--- config.mk ---
export PLATFORM = sky130hd
export DESIGN_NAME = spi_master_param_flat
export DESIGN_NICKNAME = d
export VERILOG_FILES = /design/src/rtl/spi_master_param_if.sv /design/src/rtl/spi_master_param.sv /design/src/flat_wrapper.sv
export SDC_FILE = /design/constraint.sdc
export NUM_CORES = 1
export LEC_CHECK = 0
export ABC_AREA = 1
export CAP_MARGIN = 5
export CORE_MARGIN = 1
export CORE_UTILIZATION = 27
export CTS_CLUSTER_SIZE = 12
export DETAILED_ROUTE_END_ITERATION = 8
export PLACE_DENSITY_LB_ADDON = 0.2
export SYNTH_ARGS = -nofsm -noshare
export SYNTH_HDL_FRONTEND = slang
export SYNTH_SLANG_ARGS = --single-unit
--- constraint.sdc ---
create_clock -name clk -period 2.03 [get_ports clk]
set_input_delay 0.203 -clock clk [delete_from_list [all_inputs] [get_ports clk]]
set_output_delay 0.203 -clock clk [all_outputs]
set_load 0.05 [all_outputs]
--- src/rtl/spi_master_param_if.sv ---
// rtl/spi_master_param_if.sv - command/status bus and SPI pins of the parametrised SPI master
interface spi_master_param_if #(
    parameter int DATA_W = 8,
    parameter int NCS    = 1
) ();
    logic              load;
    logic [DATA_W+7:0] in;
    logic [DATA_W+7:0] out;
    logic [NCS-1:0]    csx;
    logic              sdo;
    logic              sdi;
    logic              sck;

    modport master (input load, in, sdi, output out, csx, sdo, sck);
    modport slave  (output load, in, sdi, input out, csx, sdo, sck);
endinterface

--- src/rtl/spi_master_param.sv ---
// rtl/spi_master_param.sv - parametrised full-duplex SPI master with chip selects and done/overrun status
module spi_master_param #(
    parameter int DATA_W = 8,
    parameter int DIV    = 1,
    parameter bit CPOL   = 1'b0,
    parameter bit CPHA   = 1'b0,
    parameter int NCS    = 1
) (
    input  logic              clk,
    input  logic              rst_n,
    spi_master_param_if.master bus
);
    localparam logic [0:0] IDLE = 1'b0;
    localparam logic [0:0] XFER = 1'b1;

    localparam int CW = (DIV > 1) ? $clog2(DIV) : 1;
    localparam int EW = $clog2(2 * DATA_W + 1);
    localparam logic [CW-1:0] DIV_LAST  = CW'(DIV - 1);
    localparam logic [EW-1:0] EDGE_LAST = EW'(2 * DATA_W);

    logic [0:0]        state;
    logic [CW-1:0]     div_cnt;
    logic [EW-1:0]     edge_cnt;
    logic [DATA_W-1:0] tx_sh;
    logic [DATA_W-1:0] rx_sh;
    logic [DATA_W-1:0] rx;
    logic              done;
    logic              overrun;
    logic              sck_r;
    logic [NCS-1:0]    csx_r;

    logic [DATA_W-1:0] cmd_tx;
    logic              cmd_cs_only;
    logic [1:0]        cmd_cs_sel;
    logic              unused_rsvd;

    assign cmd_tx      = bus.in[DATA_W-1:0];
    assign cmd_cs_only = bus.in[DATA_W];
    assign cmd_cs_sel  = bus.in[DATA_W+2:DATA_W+1];
    assign unused_rsvd = ^bus.in[DATA_W+7:DATA_W+3];

    logic              busy;
    logic              tick;
    logic [EW-1:0]     edge_nxt;
    logic              leading;
    logic              last_edge;
    logic              sample_now;
    logic              shift_now;
    logic [DATA_W-1:0] rx_next;
    logic [NCS-1:0]    cs_dec;

    assign busy      = (state == XFER);
    assign tick      = busy && (div_cnt == DIV_LAST);
    assign edge_nxt  = edge_cnt + 1'b1;
    assign leading   = edge_nxt[0];
    assign last_edge = (edge_nxt == EDGE_LAST);
    // Sample on the leading edge in CPHA=0, trailing in CPHA=1; shift on the other one.
    assign sample_now = leading ^ CPHA;
    assign shift_now  = !sample_now && !last_edge && !(CPHA && edge_nxt == EW'(1));
    assign rx_next    = {rx_sh[DATA_W-2:0], bus.sdi};

    always_comb begin
        cs_dec = '1;
        for (int i = 0; i < NCS; i++) begin
            if (int'(cmd_cs_sel) == i) cs_dec[i] = 1'b0;
        end
    end

    always_ff @(posedge clk or negedge rst_n) begin
        if (!rst_n) begin
            state    <= IDLE;
            div_cnt  <= '0;
            edge_cnt <= '0;
            tx_sh    <= '0;
            rx_sh    <= '0;
            rx       <= '0;
            done     <= 1'b0;
            overrun  <= 1'b0;
            sck_r    <= CPOL;
            csx_r    <= '1;
        end else begin
            if (bus.load && busy) overrun <= 1'b1;

            if (bus.load && !busy) begin
                done    <= 1'b0;
                overrun <= 1'b0;
                if (cmd_cs_only) begin
                    csx_r <= '1;
                end else begin
                    csx_r    <= cs_dec;
                    tx_sh    <= cmd_tx;
                    rx_sh    <= '0;
                    state    <= XFER;
                    div_cnt  <= '0;
                    edge_cnt <= '0;
                    sck_r    <= CPOL;
                end
            end else if (busy) begin
                if (tick) begin
                    div_cnt <= '0;
                    if (last_edge) begin
                        // The final edge in CPHA=1 is also the last sample point.
                        state <= IDLE;
                        sck_r <= CPOL;
                        done  <= 1'b1;
                        rx    <= sample_now ? rx_next : rx_sh;
                    end else begin
                        sck_r    <= ~sck_r;
                        edge_cnt <= edge_nxt;
                        if (sample_now) rx_sh <= rx_next;
                        if (shift_now)  tx_sh <= {tx_sh[DATA_W-2:0], 1'b0};
                    end
                end else begin
                    div_cnt <= div_cnt + 1'b1;
                end
            end
        end
    end

    assign bus.sck = sck_r;
    assign bus.csx = csx_r;
    assign bus.sdo = busy & tx_sh[DATA_W-1];
    assign bus.out = {busy, overrun, done, 5'b0, rx};
endmodule

--- src/flat_wrapper.sv ---
// flat-port wrapper written by rule: the top's interface ports become plain ports
module spi_master_param_flat 
#(
    parameter int DATA_W = 8,
    parameter int DIV    = 1,
    parameter bit CPOL   = 1'b0,
    parameter bit CPHA   = 1'b0,
    parameter int NCS    = 1
)
  (clk, rst_n, bus_load, bus_in, bus_sdi, bus_out, bus_csx, bus_sdo, bus_sck);
  spi_master_param_if #(.DATA_W(DATA_W), .NCS(NCS)) bus_i ();
  input  logic clk;
  input  logic rst_n;
  input wire logic [$bits(bus_i.load)-1:0] bus_load;
  input wire logic [$bits(bus_i.in)-1:0] bus_in;
  input wire logic [$bits(bus_i.sdi)-1:0] bus_sdi;
  output wire logic [$bits(bus_i.out)-1:0] bus_out;
  output wire logic [$bits(bus_i.csx)-1:0] bus_csx;
  output wire logic [$bits(bus_i.sdo)-1:0] bus_sdo;
  output wire logic [$bits(bus_i.sck)-1:0] bus_sck;
  assign bus_i.load = bus_load;
  assign bus_i.in = bus_in;
  assign bus_i.sdi = bus_sdi;
  assign bus_out = bus_i.out;
  assign bus_csx = bus_i.csx;
  assign bus_sdo = bus_i.sdo;
  assign bus_sck = bus_i.sck;
  spi_master_param #(.DATA_W(DATA_W), .DIV(DIV), .CPOL(CPOL), .CPHA(CPHA), .NCS(NCS)) u_core (.clk(clk), .rst_n(rst_n), .bus(bus_i));
endmodule
# ---- Word-level counts from Yosys, hierarchy flattened
# Cells that the tools add are included.
dict set report word_totals {
  register_bits 35
  in_bits 20
  output_inout_bits 19
  word_cells 76
}
dict set report classes {
  add_sub_neg 2
  n_eq_ne 3
  n_mux 38
  bitwise_logic 4
  n_reduce_logical 19
}
# cell n
set ops {}
lappend ops {{8-bit two-way mux} 12}
lappend ops {{5-bit two-way mux} 5}
lappend ops {{1-bit two-way mux} 21}
lappend ops {{2-bit nonzero test} 5}
lappend ops {{4-bit AND reduction} 2}
lappend ops {{3-bit AND reduction} 2}
lappend ops {{5-bit by 1-bit adder with 5-bit output, second input constant} 1}
lappend ops {{5-bit equality test, second input constant} 1}
lappend ops {{5-bit AND reduction} 1}
lappend ops {{1-bit logical AND} 4}
lappend ops {{2-bit != test, second input constant} 2}
lappend ops {{1-bit zero test} 3}
lappend ops {{1-bit NOT} 3}
lappend ops {{2-bit zero test} 1}
lappend ops {{2-bit AND reduction} 1}
lappend ops {{1-bit adder, second input constant} 1}
lappend ops {{1-bit AND} 1}

# ---- Longest topological paths before layout
# Gate-level depths: netlist (run 1).
dict set report logic_depth {
  ltp_word 9
  depth_mapped 9
  ltp_nobuf 9
}

# ---- Worst setup path after synthesis (run 1)
# Ideal clock, no wire load.
dict set report synth_timing {
  path_kind {flip-flop to flip-flop}
  startpoint {register u_core.edge_cnt[0]}
  endpoint {register u_core.rx[0]}
  setup_time_ps 119
  t_arrival_ps 1320
  required_time_ps 1911
  path_slack_ps 591
  path_stages_with_launch 10
  n_path_buf 0
  period_less_slack_ps 1439
  cell_sequence {dfrtp_1 ha_1 nand3_1 nand2_1 nand2_2 nand3_4 nor2_8 inv_4 nand2_1 nand2_1}
}
dict set report synth_via {
  elab_chain_len 3
  elab_cells_between_ends 4
  cone_classes {add/sub (1); eq/ne (1); mux (1); reduce/logical (1)}
}
# item line
set synth_rtl {}
lappend synth_rtl {{start: declaration} spi_master_param.sv:23} ;# logic [EW-1:0] edge_cnt;
lappend synth_rtl {{start signal: assignment} spi_master_param.sv:109} ;# edge_cnt <= edge_nxt;
lappend synth_rtl {{5-bit by 1-bit adder with 5-bit output *} spi_master_param.sv:54} ;# assign edge_nxt = edge_cnt + 1'b1;
lappend synth_rtl {{5-bit equality test} spi_master_param.sv:56} ;# assign last_edge = (edge_nxt == EDGE_LAST);
lappend synth_rtl {{4-bit AND reduction (no source line)} -}
lappend synth_rtl {{end signal: assignment} spi_master_param.sv:106} ;# rx <= sample_now ? rx_next : rx_sh;
lappend synth_rtl {{end: declaration} spi_master_param.sv:26} ;# logic [DATA_W-1:0] rx;
# Every way passes the cells marked *; elsewhere a longest branch is shown, timed or not.
# A chain may end at the register's enable or synchronous reset.

# ---- Worst setup path in the final report (run 1)
dict set report layout_timing {
  startpoint {register u_core.csx_r, in the netlist u_core.bus.csx}
  endpoint {output port bus_csx}
}
# item line
set layout_rtl {}
lappend layout_rtl {{start: declaration} spi_master_param.sv:30} ;# logic [NCS-1:0] csx_r;
lappend layout_rtl {{start signal: assignment} spi_master_param.sv:90} ;# csx_r <= cs_dec;
lappend layout_rtl {{end: declaration} flat_wrapper.sv:18} ;# output wire logic [$bits(bus_i.csx)-1:0] bus_csx;
# No word-level cell between the ends.

==> parameters.txt, run 1 <==
Parameter                              Value

Clock tree
  Number of clock buffers inserted by TritonCTS ... 5
  Clock sinks ... 35
  Cts hold-fix bufs ... 0
  Cell chosen for the clock root ... clkbuf_8
  PostCTS Resize Cnt ... 0
  Number of setup buffers added after CTS ... 0
  CTS tree ... done
  CTS clk-pin slew, worst paths ... 70 ps
  Clk_lat worst skew ... between 200 and 300 ps
  Bufs on Longest Clock Path ... 2
  Depth of the CTS H-tree ... 2

Floorplan
  X dimension of the die ... 82.5 um
  Number of I/O pins ... 39
  Core Footprint ... 6100 um2
  Number of cell rows ... 28
  Effective utilization at floorplan ... 0.287
  Die area ... about 6800 um2
  Die Ht ... 82.5 um

Timing
  Highest achievable clock rate ... about 550 MHz
  Transition time of the tightest slew-check pin ... 502 ps
  Pins Over Slew Limit ... 0
  Fin crit share ... 0.890
  Max_slew headroom ... 0.664
  Crit path time final ... between 1500 and 2000 ps
  Setup skew after layout ... 4.77 ps
  Final-report hold violation count ... 0
  Sum Neg Setup Slack ... 0 ps
  RSZ-0062 raised after global routing ... no
  Final setup violation count ... 0

Route
  Remaining number of nets flagged by the antenna check after routing ... 0
  DRC Markers ... 0
  Number of detailed-routing iterations run before antenna repair ... 4
  Vias ... 1430
  Via density per instance ... 4.32
  Detail-routed net length per standard cell ... 11.3 um
  Total length of routed wires ... 3.75 mm
  1st-iter DRT viols ... 51

Power and ir drop
  Sequential fraction of design power ... 0.349
  Sw power ... 0.00152 W
  Leak Pwr ... 1.12 nW
  Clock network fraction of total power ... 0.167
  Proportion of total power due to net switching ... 0.455
  Power density over the cells ... 1540 nW/um2
  Pwr Total ... 0.00335 W
  Worst IR drop on VDD ... around 0.68 mV
  Comb power frac ... 0.484
  Design internal power ... around 0.0018 W

Placed design
  Port Buffers ... 28
  RD Place Congestion ... 0.706
  DP Wirelength ... 2.48 mm

Global routing
  Wire length of the first global-routing pass ... 6.39 mm
  Aggregate global-route resource usage ... 0.124
  Pin count of the biggest net entering global routing ... 36
  Sum of overflow across all layers after global routing ... 0
  Initial antenna violation count ... 0
  Number of global-route vias before repair ... 1413

Status
  Run status ... finished clean

Worst setup path
  Endpoint of the lowest-slack register-to-register path ... u_core.rx[0]
  Largest driver fanout on the critical path ... 2
  CP Data Required Time ... 1830 ps
  CP Capture Point ... bus_csx
  Worst setup path startpoint ... u_core.bus.csx
  Setup crit start kind ... flop
  Logic depth of the worst setup path including buffers ... 1
  Delay of the slowest cell on the worst path ... 790 ps
  Critical path arrival ... 1600 ps
  CP cell instances ... clkdlybuf4s50_1
  CP delay by family, top ... buffers and inverters
  Critical register-to-register path startpoint ... u_core.edge_cnt[1]
  Worst reg-to-reg setup slack ... 420 ps
  Critical setup path kind ... reg -> out
  Worst path bufs/invs ... 1
  R2R cell count ... 9
  Cell type of the slowest stage on the worst timing path ... clkdlybuf4s50_1
  Kind of end point of the critical path ... output pin

Logic synthesis
  Number of instances in the synthesized netlist ... 226
  Dominant cells by area after synthesis ... dfrtp_1 (49%), nand2_1 (26%), buf_4 (3.9%)
  Summed instance area of the synthesized netlist ... 1750 um2
  Number of warnings printed during yosys synthesis ... 0
  Average footprint of a synthesized cell ... 7.75 um2
  Sequential element share of the synthesized area ... 0.501
  Library cell with the largest summed area after synthesis ... dfrtp_1
  Post-synthesis sequential element count ... 35
  Area share of the largest cell type after synthesis ... 0.486
  Count of unique library cells instantiated by Yosys ... 23

Layout
  Nets ... 276
  Layout overhead on the synthesized area ... 23.9%
  Final standard cell utilization of the core ... 0.356
  Number of filler instances in the final layout ... 679
  Count of inserted antenna diode cells ... 0
  Fraction of final layout cells sized beyond drive strength 1 ... 0.117

Flow run
  Max-cap viol count ... 0

Min path
  Path type of the worst min-delay path ... in -> async
kinds of logic after synthesis:
kind of cell,Yosys count,share of synthesized area
and+or+nand+nor,155,0.382
DFF,35,0.501
buffers and inverters,26,0.0829
AOI/OAI and AO/OA,7,0.0200
xor gates and xnor gates,1,0.00500
adders and majority gates,1,0.00714
other,1,0.00214
worst min-delay path by stage:
stage / endpoint / slack (ps) / cells past startpoint
detailed placement: u_core.rx[2] / 460 / 2
floorplan: u_core.bus.sck / -90 / 0
global placement: u_core.rx_sh[6] / 450 / 2
CTS: u_core.overrun / 360 / 2
finish: u_core.overrun / 330 / 2
global route: u_core.overrun / 390 / 2
flip-flops by register name, indices dropped and copies added (netlist names):
name	cells
u_core.rx	8
u_core.rx_sh	8
u_core.tx_sh	8
u_core.edge_cnt	5
u_core.bus.csx	1
u_core.bus.sck	1
u_core.busy	1
u_core.div_cnt	1
u_core.done	1
u_core.overrun	1
worst register-to-register path, stage by stage, from the launching register on:
cell and delay (ps):
dfrtp_1 410, ha_1 250, nand3_1 100, nand2_1 60, nand2_2 100, nand3_4 150
nor2_8 210, inv_4 100, nand2_1 70, nand2_1 50
through the flow:
step | instance area (um2) | setup slack (ps) | std cells | hold WS, ps
after floorplan | 1770 | 591 | 230 | -92.6
after global placement | 2070 | 340 | 323 | 453
after detailed placement | 2070 | 344 | 323 | 461
after CTS | 2170 | 214 | 331 | 362
after global routing | 2170 | 128 | 331 | 386
final | 2170 | 223 | 331 | 329
metal layers:
metal | global-route usage | share of wire | vias to the layer above
li1 | - | - | 742
met1 | 0.151 | 0.48 | 646
met2 | 0.218 | 0.45 | 36
met3 | 0.0297 | 0.054 | 6
met4 | 0.0362 | 0.011 | 0
met5 | 0 | 0 | -
cells in the mapped netlist:
master and number:
buf_6 1, inv_1 6, nand4_1 5, buf_2 3, nand2_4 1, conb_1 1
ha_1 1, dfrtp_1 34, xor2_1 1, inv_4 1, nand3_1 12, nand3_4 1
nor2_8 1, nand2_1 121, a21oi_1 2, nor2_2 3, o21ai_0 4, nor2_1 5
o21ai_1 1, dfstp_2 1, inv_2 6, nand2_2 6, buf_4 9
power by group through the flow:
stage          Combinational, W  Clock, W  Sequential [W]
6_report                0.00162  0.000560         0.00117
5_1_grt                 0.00180  0.000609         0.00121
4_1_cts                 0.00165  0.000575         0.00117
3_5_place_dp            0.00164         0         0.00118
3_3_place_gp            0.00162         0         0.00118
2_1_floorplan          0.000924         0         0.00146
layout by cell type, fill, tap and decap left out, drive strengths merged:
| cell type | count |
|---|---|
| a21oi | 2 |
| buf | 3 |
| clkbuf | 8 |
| clkdlybuf4s50 | 28 |
| conb | 5 |
| dfrtp | 34 |
| dfstp | 1 |
| ha | 1 |
| inv | 13 |
| nand2 | 128 |
| nand3 | 13 |
| nand4 | 5 |
| nor2 | 9 |
| o21ai | 5 |
| xor2 | 1 |
area by class of cell:
| cell class | instances | area [um2] | share of cell area |
|---|---|---|---|
| sequential | 35 | 877 | 0.404 |
| multi-input combinational | 169 | 744 | 0.343 |
| timing repair buffer | 31 | 303 | 0.140 |
| clock buffer | 8 | 100 | 0.0461 |
| tap | 75 | 93.8 | 0.0433 |
| inverter | 13 | 51.3 | 0.0236 |
(Power assumes the default switching activity.)
==> run 2, diff against run 1 <==
--- a/config.mk
+++ b/config.mk
@@ -12,6 +12,7 @@
 export CTS_CLUSTER_SIZE = 12
 export DETAILED_ROUTE_END_ITERATION = 8
 export PLACE_DENSITY_LB_ADDON = 0.2
+export REMOVE_ABC_BUFFERS = 1
 export SYNTH_ARGS = -nofsm -noshare
 export SYNTH_HDL_FRONTEND = slang
 export SYNTH_SLANG_ARGS = --single-unit
==> parameters.txt, run 2 (synthesis results as in run 1) <==
Parameter                              Value

Route
  Remaining number of nets flagged by the antenna check after routing ... 0 (unchanged)
  DRC Markers ... 0 (unchanged)
  1st-iter DRT viols ... 64 (was 51)
  Via density per instance ... 4.36 (was 4.32)
  Detail-routed net length per standard cell ... 11.4 um (was 11.3 um)
  Number of detailed-routing iterations run before antenna repair ... 4 (unchanged)
  Total length of routed wires ... 3.78 mm (was 3.75 mm)
  Vias ... 1448 (was 1430)

Clock tree
  CTS tree ... done (unchanged)
  Number of setup buffers added after CTS ... 0 (unchanged)
  Depth of the CTS H-tree ... 2 (unchanged)
  Cell chosen for the clock root ... clkbuf_8 (unchanged)
  Clock sinks ... 35 (unchanged)
  Cts hold-fix bufs ... 0 (unchanged)
  Clk_lat worst skew ... 290 ps (was 280 ps)
  Bufs on Longest Clock Path ... 2 (unchanged)
  Number of clock buffers inserted by TritonCTS ... 5 (unchanged)
  PostCTS Resize Cnt ... 0 (unchanged)
  CTS clk-pin slew, worst paths ... 70 ps (about the same)

Placed design
  DP Wirelength ... 2.54 mm (was 2.48 mm)
  Port Buffers ... 28 (unchanged)
  Setup WS pre-CTS ... 396 ps (was 344 ps)
  Total placed cells including tap cells ... 324 (was 323)
  RD Place Congestion ... 0.729 (was 0.706)

Worst setup path
  CP delay by family, top ... buffers and inverters (unchanged)
  Setup crit start kind ... flop (unchanged)
  Cell type of the slowest stage on the worst timing path ... clkdlybuf4s50_1 (unchanged)
  Worst path bufs/invs ... 1 (unchanged)
  Delay of the slowest cell on the worst path ... 790 ps (about the same)
  CP Data Required Time ... 1830 ps (about the same)
  CP cell instances ... clkdlybuf4s50_1 (unchanged)
  Critical path arrival ... 1620 ps (was 1600 ps)
  Critical setup path kind ... reg -> out (unchanged)
  Kind of end point of the critical path ... output pin (unchanged)
  Largest driver fanout on the critical path ... 2 (unchanged)

Layout
  Commonest cells after routing, fill and taps aside ... nand2_1 (121), dfrtp_1 (34), clkdlybuf4s50_1 (28) (unchanged)
  Most frequent standard cell in the layout excluding fill and tap cells ... nand2_1 (unchanged)
  Fraction of final layout cells sized beyond drive strength 1 ... 0.117 (about the same)
  Layout overhead on the synthesized area ... 23.2% (was 23.9%)
  Count of inserted antenna diode cells ... 0 (unchanged)
  Registers with the most flip-flops ... u_core.rx x8, u_core.rx_sh x8, u_core.tx_sh x8 (unchanged)
  Final cell count without fillers ... 332 (was 331)
  Nets ... 277 (was 276)
  Final standard cell utilization of the core ... 0.354 (was 0.356)

Timing
  RSZ-0062 raised after global routing ... no (unchanged)
  Max_slew headroom ... 0.658 (was 0.664)
  Fin crit share ... 0.897 (was 0.890)
  Setup skew after layout ... 4.79 ps (was 4.77 ps)
  Transition time of the tightest slew-check pin ... 511 ps (was 502 ps)
  Final setup violation count ... 0 (unchanged)
  Crit path time final ... 1820 ps (was 1810 ps)
  Highest achievable clock rate ... 549 MHz (was 553 MHz)
  Final-report hold violation count ... 0 (unchanged)
  Worst hold margin ... 324 ps (was 329 ps)
  Setup ws final ... 209 ps (was 223 ps)
  Pins Over Slew Limit ... 0 (unchanged)
  Sum Neg Setup Slack ... 0 ps (unchanged)

Global routing
  Aggregate global-route resource usage ... 0.135 (was 0.124)
  Sum of overflow across all layers after global routing ... 0 (unchanged)
  Number of global-route vias before repair ... 1421 (was 1413)
  Initial antenna violation count ... 0 (unchanged)
  Pin count of the biggest net entering global routing ... 36 (unchanged)
  Wire length of the first global-routing pass ... 6.74 mm (was 6.39 mm)

Floorplan
  Die Ht ... 82.5 um (unchanged)
  Number of cell rows ... 28 (unchanged)
  Core Footprint ... 6100 um2 (unchanged)
  Number of I/O pins ... 39 (unchanged)
  Effective utilization at floorplan ... 0.287 (unchanged)
  X dimension of the die ... 82.5 um (unchanged)
  Die area ... 6810 um2 (unchanged)

Status
  Run status ... finished clean (unchanged)

Power and ir drop
  Leak Pwr ... 1.11 nW (was 1.12 nW)
  Worst IR drop on VDD ... 0.682 mV (was 0.676 mV)
  Power density over the cells ... 1520 nW/um2 (was 1540 nW/um2)

Flow run
  Max-cap viol count ... 0 (unchanged)

Min path
  Path type of the worst min-delay path ... in -> async (unchanged)
==> run 2: cell types whose count changed in the layout (fill, tap and decap cells not counted) <==
cell,previous run,this run
clkbuf_1,1,2
clkbuf_8,7,5
clkinv_2,0,1
buf_4,3,4
==> run 2: worst register-to-register path, cell delays in order, from the launching register on <==
cell,delay (ps)
dfrtp_1,410
ha_1,240
nand3_1,100
nand2_1,60
nand2_2,110
nand3_4,150
nor2_8,210
inv_4,100
nand2_1,70
nand2_1,40
==> run 2: metrics by stage <==
stage	power, W	instance area, um2
6_report	0.00328	2160
5_1_grt	0.00358	2160
4_1_cts	0.00333	2160
3_5_place_dp	0.00282	2080
3_3_place_gp	0.00281	2080
2_1_floorplan	0.00231	1670
==> run 2: report_power, final <==
part | switching [W] | internal, W | total, W
clock network | 0.000259 | 0.000241 | 0.000500
registers | 0.000183 | 0.000982 | 0.00117
logic | 0.00108 | 0.000533 | 0.00162
total | 0.00153 | 0.00176 | 0.00328
==> run 2: routing by layer <==
layer	vias up	wire, um	track usage
met3	7	139	0.0341
met5	-	0	0
met4	0	72	0.0621
met2	27	1730	0.216
li1	741	-	-
met1	673	1840	0.171
==> run 2: final cells by class <==
type                       instances  area, um2
sequential                        35        877
multi-input combinational        169        744
clock inverter                     1       5.00
tap                               75       93.8
inverter                          13       51.3
fill                             664       3940
timing repair buffer              32        310
clock buffer                       7       76.3
==> run 2: worst paths after layout <==
| kind | startpoint | cells past startpoint | to | slack [ps] |
|---|---|---|---|---|
| min in group clk | bus_in[0] | 3 | u_core.tx_sh[0] | 460 |
| max | u_core.bus.csx | 1 | bus_csx | 210 |
| min reg2reg | u_core.rx[2] | 2 | u_core.rx[2] | 470 |
| min | rst_n | 2 | u_core.rx[3] | 320 |
| max in group asynchronous | rst_n | 2 | u_core.bus.csx | 1370 |
| max reg2reg | u_core.edge_cnt[1] | 9 | u_core.rx[1] | 440 |
